## config.mk

```make
export PLATFORM = sky130hd
export DESIGN_NAME = load_store_unit
export DESIGN_NICKNAME = d
export VERILOG_FILES = /design/src/rtl/load_store_unit.sv
export SDC_FILE = /design/constraint.sdc
export NUM_CORES = 1
export LEC_CHECK = 0
export ABC_AREA = 1
export ABC_CLOCK_PERIOD_IN_PS = 2800
export CORE_ASPECT_RATIO = 0.9
export CORE_MARGIN = 2
export CORE_UTILIZATION = 50
export CTS_CLUSTER_SIZE = 24
export DETAILED_ROUTE_END_ITERATION = 10
export HOLD_SLACK_MARGIN = 0.05
export PLACE_DENSITY = 0.8
export RECOVER_POWER = 50
export SLEW_MARGIN = 0
export SYNTH_ARGS = -nofsm -noshare
export SYNTH_HDL_FRONTEND = slang
export SYNTH_SLANG_ARGS = --single-unit
export TNS_END_PERCENT = 100
```

## constraint.sdc

```tcl
create_clock -name i_clk -period 2.8 [get_ports i_clk]
set_clock_uncertainty 0.05 [all_clocks]
set_input_delay 0.42 -clock i_clk [delete_from_list [all_inputs] [get_ports i_clk]]
set_output_delay 0.42 -clock i_clk [all_outputs]
set_load 0.05 [all_outputs]
```

## src/rtl/load_store_unit.sv

```systemverilog
// Serialises one 8/16/32/64-bit load or store into byte accesses on a byte-wide data memory.
// Optional MISALIGN_CHECK_EN rejects requests whose address is not a multiple of the access size.
module load_store_unit #(
   parameter int ADDR_WIDTH = 64
) (
   input  logic                  i_clk,
   input  logic                  i_reset,
   input  logic                  i_req_valid,
   output logic                  o_req_ready,
   input  logic                  i_req_write,
   input  logic [1:0]            i_req_size,
   input  logic                  i_req_unsigned,
   input  logic [ADDR_WIDTH-1:0] i_req_addr,
   input  logic [63:0]           i_req_wdata,
   output logic [ADDR_WIDTH-1:0] o_mem_addr,
   output logic [7:0]            o_mem_wdata,
   output logic                  o_mem_we,
   output logic                  o_mem_re,
   input  logic [7:0]            i_mem_rdata,
   output logic                  o_resp_valid,
   output logic [63:0]           o_resp_rdata,
   output logic                  o_resp_error
);

   // state  | meaning
   // IDLE   | ready for a request
   // ACCESS | one byte access per cycle, r_cnt selects the byte
   // RESP   | one-cycle response pulse
   typedef enum logic [1:0] {S_IDLE, S_ACCESS, S_RESP} state_t;

   state_t                r_state;
   state_t                w_state_nxt;
   logic [2:0]            r_cnt;
   logic                  r_write;
   logic                  r_unsigned;
   logic                  r_error;
   logic [1:0]            r_size;
   logic [ADDR_WIDTH-1:0] r_addr;
   logic [63:0]           r_wdata;
   logic [63:0]           r_result;
   logic [2:0]            w_last_idx;
   logic                  w_misalign;
   logic                  w_sx;
   logic [63:0]           w_ext;

   // Index of the final byte: N-1 for N = 1 << size.
   assign w_last_idx = {r_size[1] & r_size[0], r_size[1], r_size[1] | r_size[0]};

`ifdef MISALIGN_CHECK_EN
   logic [2:0] w_req_mask;
   assign w_req_mask = {i_req_size[1] & i_req_size[0], i_req_size[1], i_req_size[1] | i_req_size[0]};
   assign w_misalign = |(i_req_addr[2:0] & w_req_mask);
`else
   assign w_misalign = 1'b0;
`endif

   assign w_sx = ~r_unsigned;

   always_comb begin
      w_ext = r_result;
      case (r_size)
         2'd0:    w_ext = {{56{w_sx & r_result[7]}},  r_result[7:0]};
         2'd1:    w_ext = {{48{w_sx & r_result[15]}}, r_result[15:0]};
         2'd2:    w_ext = {{32{w_sx & r_result[31]}}, r_result[31:0]};
         default: w_ext = r_result;
      endcase
   end

   always_ff @(posedge i_clk) begin
      if (i_reset) r_state <= S_IDLE;
      else         r_state <= w_state_nxt;
   end

   always_comb begin
      w_state_nxt  = r_state;
      o_req_ready  = 1'b0;
      o_mem_addr   = '0;
      o_mem_wdata  = 8'h00;
      o_mem_we     = 1'b0;
      o_mem_re     = 1'b0;
      o_resp_valid = 1'b0;
      o_resp_rdata = 64'h0;
      o_resp_error = 1'b0;
      case (r_state)
         S_IDLE: begin
            o_req_ready = 1'b1;
            if (i_req_valid) w_state_nxt = w_misalign ? S_RESP : S_ACCESS;
         end
         S_ACCESS: begin
            o_mem_addr = r_addr + ADDR_WIDTH'(r_cnt);
            if (r_write) begin
               o_mem_we    = 1'b1;
               o_mem_wdata = r_wdata[{r_cnt, 3'b000} +: 8];
            end else begin
               o_mem_re = 1'b1;
            end
            if (r_cnt == w_last_idx) w_state_nxt = S_RESP;
         end
         S_RESP: begin
            o_resp_valid = 1'b1;
            o_resp_error = r_error;
            o_resp_rdata = (r_write || r_error) ? 64'h0 : w_ext;
            w_state_nxt  = S_IDLE;
         end
         default: w_state_nxt = S_IDLE;
      endcase
      // Reset masks the outputs immediately so an in-flight store cannot land at the reset edge.
      if (i_reset) begin
         o_req_ready  = 1'b1;
         o_mem_addr   = '0;
         o_mem_wdata  = 8'h00;
         o_mem_we     = 1'b0;
         o_mem_re     = 1'b0;
         o_resp_valid = 1'b0;
         o_resp_rdata = 64'h0;
         o_resp_error = 1'b0;
      end
   end

   always_ff @(posedge i_clk) begin
      if (i_reset) begin
         r_cnt      <= 3'd0;
         r_write    <= 1'b0;
         r_size     <= 2'd0;
         r_unsigned <= 1'b0;
         r_addr     <= '0;
         r_wdata    <= 64'h0;
         r_result   <= 64'h0;
         r_error    <= 1'b0;
      end else begin
         case (r_state)
            S_IDLE: begin
               if (i_req_valid) begin
                  r_write    <= i_req_write;
                  r_size     <= i_req_size;
                  r_unsigned <= i_req_unsigned;
                  r_addr     <= i_req_addr;
                  r_wdata    <= i_req_wdata;
                  r_cnt      <= 3'd0;
                  r_result   <= 64'h0;
                  r_error    <= w_misalign;
               end
            end
            S_ACCESS: begin
               r_cnt <= r_cnt + 3'd1;
               if (!r_write) r_result[{r_cnt, 3'b000} +: 8] <= i_mem_rdata;
            end
            default: ;
         endcase
      end
   end

endmodule

```

==> results of run 1 <==
==> synth_stat cells, drive strengths merged (7+ instances only) <==
cell type  number
nand2         320
nand3          60
o21ai         266
ha              8
dfxtp         201
nor2          614
inv           141
clkbuf         70
nand4          21
nand3b          7
a21oi         102
o22ai          16
buf            21
nor3           28
==> area by class of cell <==
cell class | instances | area share
tap | 297 | 0.0209
timing repair buffer | 359 | 0.269
inverter | 141 | 0.0302
sequential | 201 | 0.228
clock buffer | 27 | 0.0337
clock inverter | 11 | 0.00739
multi-input combinational | 1467 | 0.410
==> stage by stage <==
step	power (uW)	setup slack [ns]
finish	9040	-0.333
global route	9390	-0.433
CTS	8960	-0.236
detailed placement	5960	-0.0332
global placement	5860	0.0861
floorplan	4970	0.0187
==> power by group through the flow <==
stage          logic [uW]  registers [uW]  clock network, uW
2_1_floorplan        1480            3490                  0
3_3_place_gp         2300            3570                  0
3_5_place_dp         2370            3590                  0
4_1_cts              2450            3540               2970
5_1_grt              2730            3590               3080
6_report             2510            3570               2960
==> sequential cells by signal, summed over array words and instances (netlist names) <==
name and count:
r_cnt 3, r_result 64, r_write 1, r_state 2, r_size 2, r_wdata 64, r_unsigned 1, r_addr 64
==> worst max-delay path, cell delays in order (launching register included) <==
cell	delay (ns)
dfxtp_2	0.35
ha_4	0.14
inv_2	0.04
fa_2	0.35
inv_2	0.09
nand3_2	0.09
nand2_4	0.14
nand2_4	0.09
nor2_4	0.18
nand2_2	0.11
o21ai_1	0.16
nand2_1	0.11
nor2_4	0.14
buf_12	0.14
==> metal layers <==
layer	part of all wire	wire length (um)	vias to the layer above	global-route usage
met5	0.00027	13	-	0
met1	0.41	19900	6763	0.542
met4	0.035	1720	2	0.125
li1	-	-	6692	-
met3	0.10	5100	136	0.0703
met2	0.45	22000	951	0.629
==> what timing repair did <==
item / in CTS / in global routing
buffers inserted: 9 / 6
pin swaps: 42 / 20
hold buffers: 0 / 0
resized for setup: 139 / 82
endpoints found under the setup margin: 64 / 79
==> worst max-delay path by stage <==
stage | to | start | slack [ns] | depth (start not counted)
finish | o_mem_addr[34] | r_addr[0] | -0.33 | 13
global route | o_mem_addr[34] | r_addr[0] | -0.43 | 13
CTS | o_mem_addr[48] | r_addr[0] | -0.24 | 13
detailed placement | o_mem_addr[42] | r_cnt[0] | -0.03 | 12
global placement | o_mem_addr[44] | r_cnt[0] | 0.09 | 13
floorplan | o_mem_addr[60] | r_cnt[1] | 0.02 | 14
==> cell families after synthesis <==
group	Yosys count	synth area share
other cells	1	0.000329
flops	201	0.353
compound gates	393	0.181
xor+xnor	7	0.00538
fa+ha+maj	9	0.0105
buf+inv	232	0.0793
simple gates	1057	0.370
==> key figures, run 1 <==
Run status
  • Status: finished with violations
  • Failing checks: setup timing

Power
  • Net Switching: around 3200 uW
  • Clock Power Share: 0.328
  • Comb power frac: 0.278
  • Pwr dens: about 500 mW/mm^2
  • Leak pwr: around 0.0070 uW
  • VDD IR max: between 0.5 and 0.6 mV
  • Reg power frac: 0.394
  • Switching portion of total power: 0.351
  • P_int: slightly below 6000 uW

Final layout
  • # diodes: 0
  • Commonest cells after routing, fill and taps aside: nor2_1, nand2_1, o21ai_0, dfxtp_1, clkdlybuf4s50_1
  • Layout fillers: roughly 1600
  • # nets final: around 2300
  • Share of post-route cells with drive strength above 1: 0.222
  • P&R area growth vs syn: 56.0%
  • Register area: ~0.0041 mm^2
  • Core Util, Final: 0.792
  • Finished Layout Cells: 2503
  • Fin area: 0.0178 mm^2
  • Commonest non-fill, non-tap cell in the layout: nor2_1
  • Area taken by multi-input logic gates: roughly 0.0073 mm^2

STA
  • Fin crit share: 1.12
  • Setup TNS: -9.18 ns
  • Fmax: around 320 MHz
  • Final worst slack: -0.333 ns
  • Relative slew slack: 0.0219
  • RSZ-0062 raised after global routing: yes
  • WHS: between 0.4 and 0.5 ns
  • Final Max Tran Viols: 0
  • Worst slew pin tran: 1.47 ns
  • Fin crit period: around 3.1 ns
  • Endpoints failing hold: 0
  • Final setup fails: slightly above 90

Placed design
  • Placed Cells: roughly 2500
  • Post-DP Area: ~0.016 mm^2
  • Dpl hpwl: ~36 mm
  • Routability cong.: 1.00
  • Port-buffer cells: between 200 and 300

Synth
  • Sequential-to-total area share from yosys stat: 0.353
  • Synth top area share: 0.353
  • Synth area leaders: dfxtp_1, nor2_1, o21ai_0
  • Mapped cell area: about 0.011 mm^2
  • Average cell area after synthesis: approximately 6.0 um^2
  • Post-synthesis cell count: between 1500 and 2000
  • Warnings from Yosys: 0
  • Synth unique cells: 40
  • Dominant synthesized flop cell: dfxtp_1
  • Post-synth net total: 2052
  • Post-synth ARST share: 0
  • Post-synth EDFFs: 0
  • Cell taking the most area after synthesis: dfxtp_1
  • Synth Register Bits: about 200

Floorplanning
  • Core ar.: approximately 0.022 mm^2
  • Initial Util: 0.508
  • I/O Pins: approximately 280
  • Row Count: between 50 and 60
  • Die Span Y: 147 um
  • Die area: about 0.024 mm^2
  • Chip width: around 160 um

Hold path
  • Hold depth: 2
  • HP Class: reg2reg
  • Hold_sp: r_result[20]
  • Hold Path Sink: r_result[20]

CTS
  • Clock sink total: 201
  • CTS max path bufs: 3
  • H-tree depth: 1
  • TritonCTS clock tree: built
  • Clock transition at the registers of the reported paths: 0.06 ns
  • Worst skew pair latency: 0.52 ns
  • CTS buffer count: 22
  • Root buffer cell: clkbuf_16

Routing
  • Vias per inst: ~5.8
  • DR WL/cell: between 15 and 20 um
  • Routed vias: 14500
  • Antenna-violating nets left: 0
  • Routed WL: just under 50 mm
  • Drt drc: 0
  • 1st-iter DRT viols: between 1500 and 2000
  • DR pass1 iterations: 6

Global routing
  • Initial antenna violation count: 1
  • Vias in the first global route: about 14000
  • Largest net degree at the start of global routing: 95
  • First-pass GRT wire length: approximately 75 mm
  • Gr usage total: 0.394
  • Global route overflow: 0

Worst setup path
  • Reg2reg end: r_result[4]
  • CP endpoint kind: output pin
  • Reg-to-reg slack, setup: 0.10 ns
  • Reg2Reg Depth: 11
  • WP data arrival: roughly 2.7 ns
  • Critical Path Start Type: flop
  • Worst r2r src: r_cnt[0]
  • Worst endpoint required time: approximately 2.3 ns
  • CP Max Fanout: 4
  • Kind of critical path: reg2out

Flow run
  • Max-cap viol count: 0
Note: power is estimated with default switching activity, not from simulation.
==> run 2, diff against run 1 <==
--- a/config.mk
+++ b/config.mk
@@ -9,11 +9,11 @@
 export ABC_CLOCK_PERIOD_IN_PS = 2800
 export CORE_ASPECT_RATIO = 0.9
 export CORE_MARGIN = 2
-export CORE_UTILIZATION = 50
+export CORE_UTILIZATION = 45
 export CTS_CLUSTER_SIZE = 24
 export DETAILED_ROUTE_END_ITERATION = 10
 export HOLD_SLACK_MARGIN = 0.05
-export PLACE_DENSITY = 0.8
+export PLACE_DENSITY = 0.73
 export RECOVER_POWER = 50
 export SLEW_MARGIN = 0
 export SYNTH_ARGS = -nofsm -noshare
==> key figures, run 2 (same netlist as run 1, synthesis figures left out) <==
Worst setup path
  • Kind of critical path: reg2out (unchanged)
  • Cell breakdown of the critical path: ha_4 -> inv_2 -> fa_2 -> inv_2 -> nand2_1 -> nand2_1 -> nand2_2 -> nor2_4 -> buf_4 -> nand3_4 -> o21ai_2 -> buf_4 -> nor2_4 -> buf_12 (was ha_4 -> inv_2 -> fa_2 -> inv_2 -> nand3_2 -> nand2_4 -> nand2_4 -> nor2_4 -> nand2_2 -> o21ai_1 -> nand2_1 -> nor2_4 -> buf_12)
  • CP endpoint kind: output pin (unchanged)
  • WP data arrival: 2.57 ns (was 2.66 ns)
  • Worst path slowest cell: dfxtp_2 (unchanged)
  • Top delay family on crit path: simple AND/OR/NAND/NOR gates (unchanged)
  • Crit-path max cell delay: 0.35 ns (about the same)
  • Worst endpoint required time: 2.33 ns (about the same)
  • WP buf/inv: 5 (was 3)
  • Critical Path Start Type: flop (unchanged)
  • CP Max Fanout: 4 (unchanged)

STA
  • Endpoints failing hold: 0 (unchanged)
  • Fin crit share: 1.09 (was 1.12)
  • Relative slew slack: 0.262 (was 0.0219)
  • Final Max Tran Viols: 0 (unchanged)
  • Fmax: 329 MHz (was 319 MHz)
  • Setup TNS: -4.89 ns (was -9.18 ns)
  • Final setup fails: 50 (was 92)
  • Fin crit period: 3.04 ns (was 3.13 ns)
  • RSZ-0062 raised after global routing: yes (unchanged)
  • Final worst slack: -0.243 ns (was -0.333 ns)
  • Worst slew pin tran: 1.11 ns (was 1.47 ns)
  • WHS: 0.400 ns (was 0.412 ns)

Routing
  • DR WL/cell: 18.6 um (was 19.5 um)
  • 1st-iter DRT viols: 1629 (was 1837)
  • DR pass1 iterations: 7 (was 6)
  • Antenna-violating nets left: 0 (unchanged)
  • Routed WL: 47.6 mm (was 48.7 mm)
  • Routed vias: 14000 (was 14500)
  • Drt drc: 0 (unchanged)
  • Vias per inst: 5.50 (was 5.81)

Run status
  • Failing checks: setup timing (unchanged)
  • Status: finished with violations (unchanged)

CTS
  • H-tree depth: 1 (unchanged)
  • CTS buffer count: 22 (unchanged)
  • CTS Hold Bufs: 0 (unchanged)
  • Clock transition at the registers of the reported paths: 0.06 ns (about the same)
  • Worst skew pair latency: 0.52 ns (about the same)
  • CTS max path bufs: 3 (unchanged)
  • Clock sink total: 201 (unchanged)
  • TritonCTS clock tree: built (unchanged)
  • Root buffer cell: clkbuf_16 (unchanged)

Placed design
  • Routability cong.: 0.998 (was 1.00)
  • Placed Cells: 2499 (was 2452)
  • Port-buffer cells: 282 (unchanged)
  • Dpl hpwl: 35.2 mm (was 36.0 mm)

Floorplanning
  • Initial Util: 0.456 (was 0.508)
  • Row Count: 55 (was 52)
  • Chip width: 172 um (was 163 um)
  • Die area: 0.0266 mm^2 (was 0.0240 mm^2)
  • I/O Pins: 284 (unchanged)
  • Core ar.: 0.0250 mm^2 (was 0.0224 mm^2)
  • Die Span Y: 155 um (was 147 um)

Final layout
  • # diodes: 0 (unchanged)
  • Biggest regs: r_addr (64), r_result (64), r_wdata (64) (unchanged)
  • Commonest cells after routing, fill and taps aside: nor2_1, nand2_1, o21ai_0, dfxtp_1 (was nor2_1, nand2_1, o21ai_0, dfxtp_1, clkdlybuf4s50_1)
  • Layout fillers: 1997 (was 1585)
  • Finished Layout Cells: 2554 (was 2503)
  • P&R area growth vs syn: 60.0% (was 56.0%)
  • Core Util, Final: 0.730 (was 0.792)
  • Commonest non-fill, non-tap cell in the layout: nor2_1 (unchanged)
  • Share of post-route cells with drive strength above 1: 0.239 (was 0.222)
  • # nets final: 2348 (was 2344)

Global routing
  • Vias in the first global route: 13200 (was 13700)
  • Global route overflow: 0 (unchanged)
  • First-pass GRT wire length: 71.5 mm (was 74.6 mm)
  • Initial antenna violation count: 1 (unchanged)
  • Gr usage total: 0.344 (was 0.394)
  • Largest net degree at the start of global routing: 178 (was 95)

Power
  • Pwr dens: 500 mW/mm^2 (was 509 mW/mm^2)
  • Leak pwr: 0.00712 uW (was 0.00695 uW)
  • VDD IR max: 0.501 mV (was 0.509 mV)

Hold path
  • HP Class: reg2reg (unchanged)

Flow run
  • Max-cap viol count: 0 (unchanged)
-- run 2: cell types whose count changed in the layout (fill, tap and decap cells not counted), sizes merged --
cell / previous run / this run
clkinvlp: 3 / 5
inv: 142 / 140
bufinv: 2 / 1
buf: 210 / 217
-- run 2: layer usage --
metal / up-vias / global-route usage / part of all wire
met5: - / 0 / 0.00027
met4: 2 / 0.108 / 0.032
met3: 106 / 0.0715 / 0.099
met2: 714 / 0.525 / 0.43
met1: 6546 / 0.485 / 0.44
li1: 6681 / - / -
-- run 2: repair_timing --
item,CTS,global route
resized for setup,129,152
gates cloned,0,1
endpoints found under the setup margin,62,84
setup buffers,8,8
pin swaps,27,46
-- run 2: cell type report --
| cell class | count | area, um^2 | area share |
|---|---|---|---|
| clock buffer | 30 | 651 | 0.0357 |
| clock inverter | 10 | 100 | 0.00549 |
| tap | 342 | 428 | 0.0235 |
| sequential | 201 | 4050 | 0.222 |
| multi-input combinational | 1467 | 7540 | 0.413 |
| timing repair buffer | 363 | 4920 | 0.270 |
| inverter | 141 | 546 | 0.0299 |
-- run 2: where the power goes --
part	total [uW]	switching (uW)	internal, uW
logic	2580	1630	949
clock network	2980	1250	1730
registers	3540	289	3260
-- run 2: worst paths after layout --
kind | startpoint | end | slack (ns) | cells after the start
max | r_cnt[0] | o_mem_addr[44] | -0.24 | 14
min | r_result[22] | r_result[22] | 0.40 | 2
max reg2reg | r_cnt[0] | r_result[2] | 0.09 | 11
min reg2reg | r_result[22] | r_result[22] | 0.40 | 2
-- run 2: worst register-to-register path, cell delays in order (launching register included) --
cell	delay [ns]
dfxtp_2	0.35
buf_4	0.36
inv_2	0.12
ha_1	0.22
ha_1	0.32
inv_1	0.16
nand3_1	0.10
nor2_1	0.28
nand2_1	0.25
nor2_1	0.15
o21ai_0	0.10
a21oi_1	0.18
-- run 2: metrics by stage --
stage / setup WS, ns / cell area [um^2] / power, uW
after floorplan: 0.0187 / 11600 / 4970
after global placement: 0.0664 / 16400 / 5920
after detailed placement: 0.0700 / 16400 / 5970
after CTS: -0.204 / 17700 / 8960
after global routing: -0.322 / 18200 / 9530
final: -0.243 / 18200 / 9100
==> run 3, diff against run 2 <==
--- a/config.mk
+++ b/config.mk
@@ -7,6 +7,7 @@
 export LEC_CHECK = 0
 export ABC_AREA = 1
 export ABC_CLOCK_PERIOD_IN_PS = 2800
+export CAP_MARGIN = 30
 export CORE_ASPECT_RATIO = 0.9
 export CORE_MARGIN = 2
 export CORE_UTILIZATION = 45
==> results of run 3 <==
The final DEF is identical to that of run 2; final timing and power are the same.
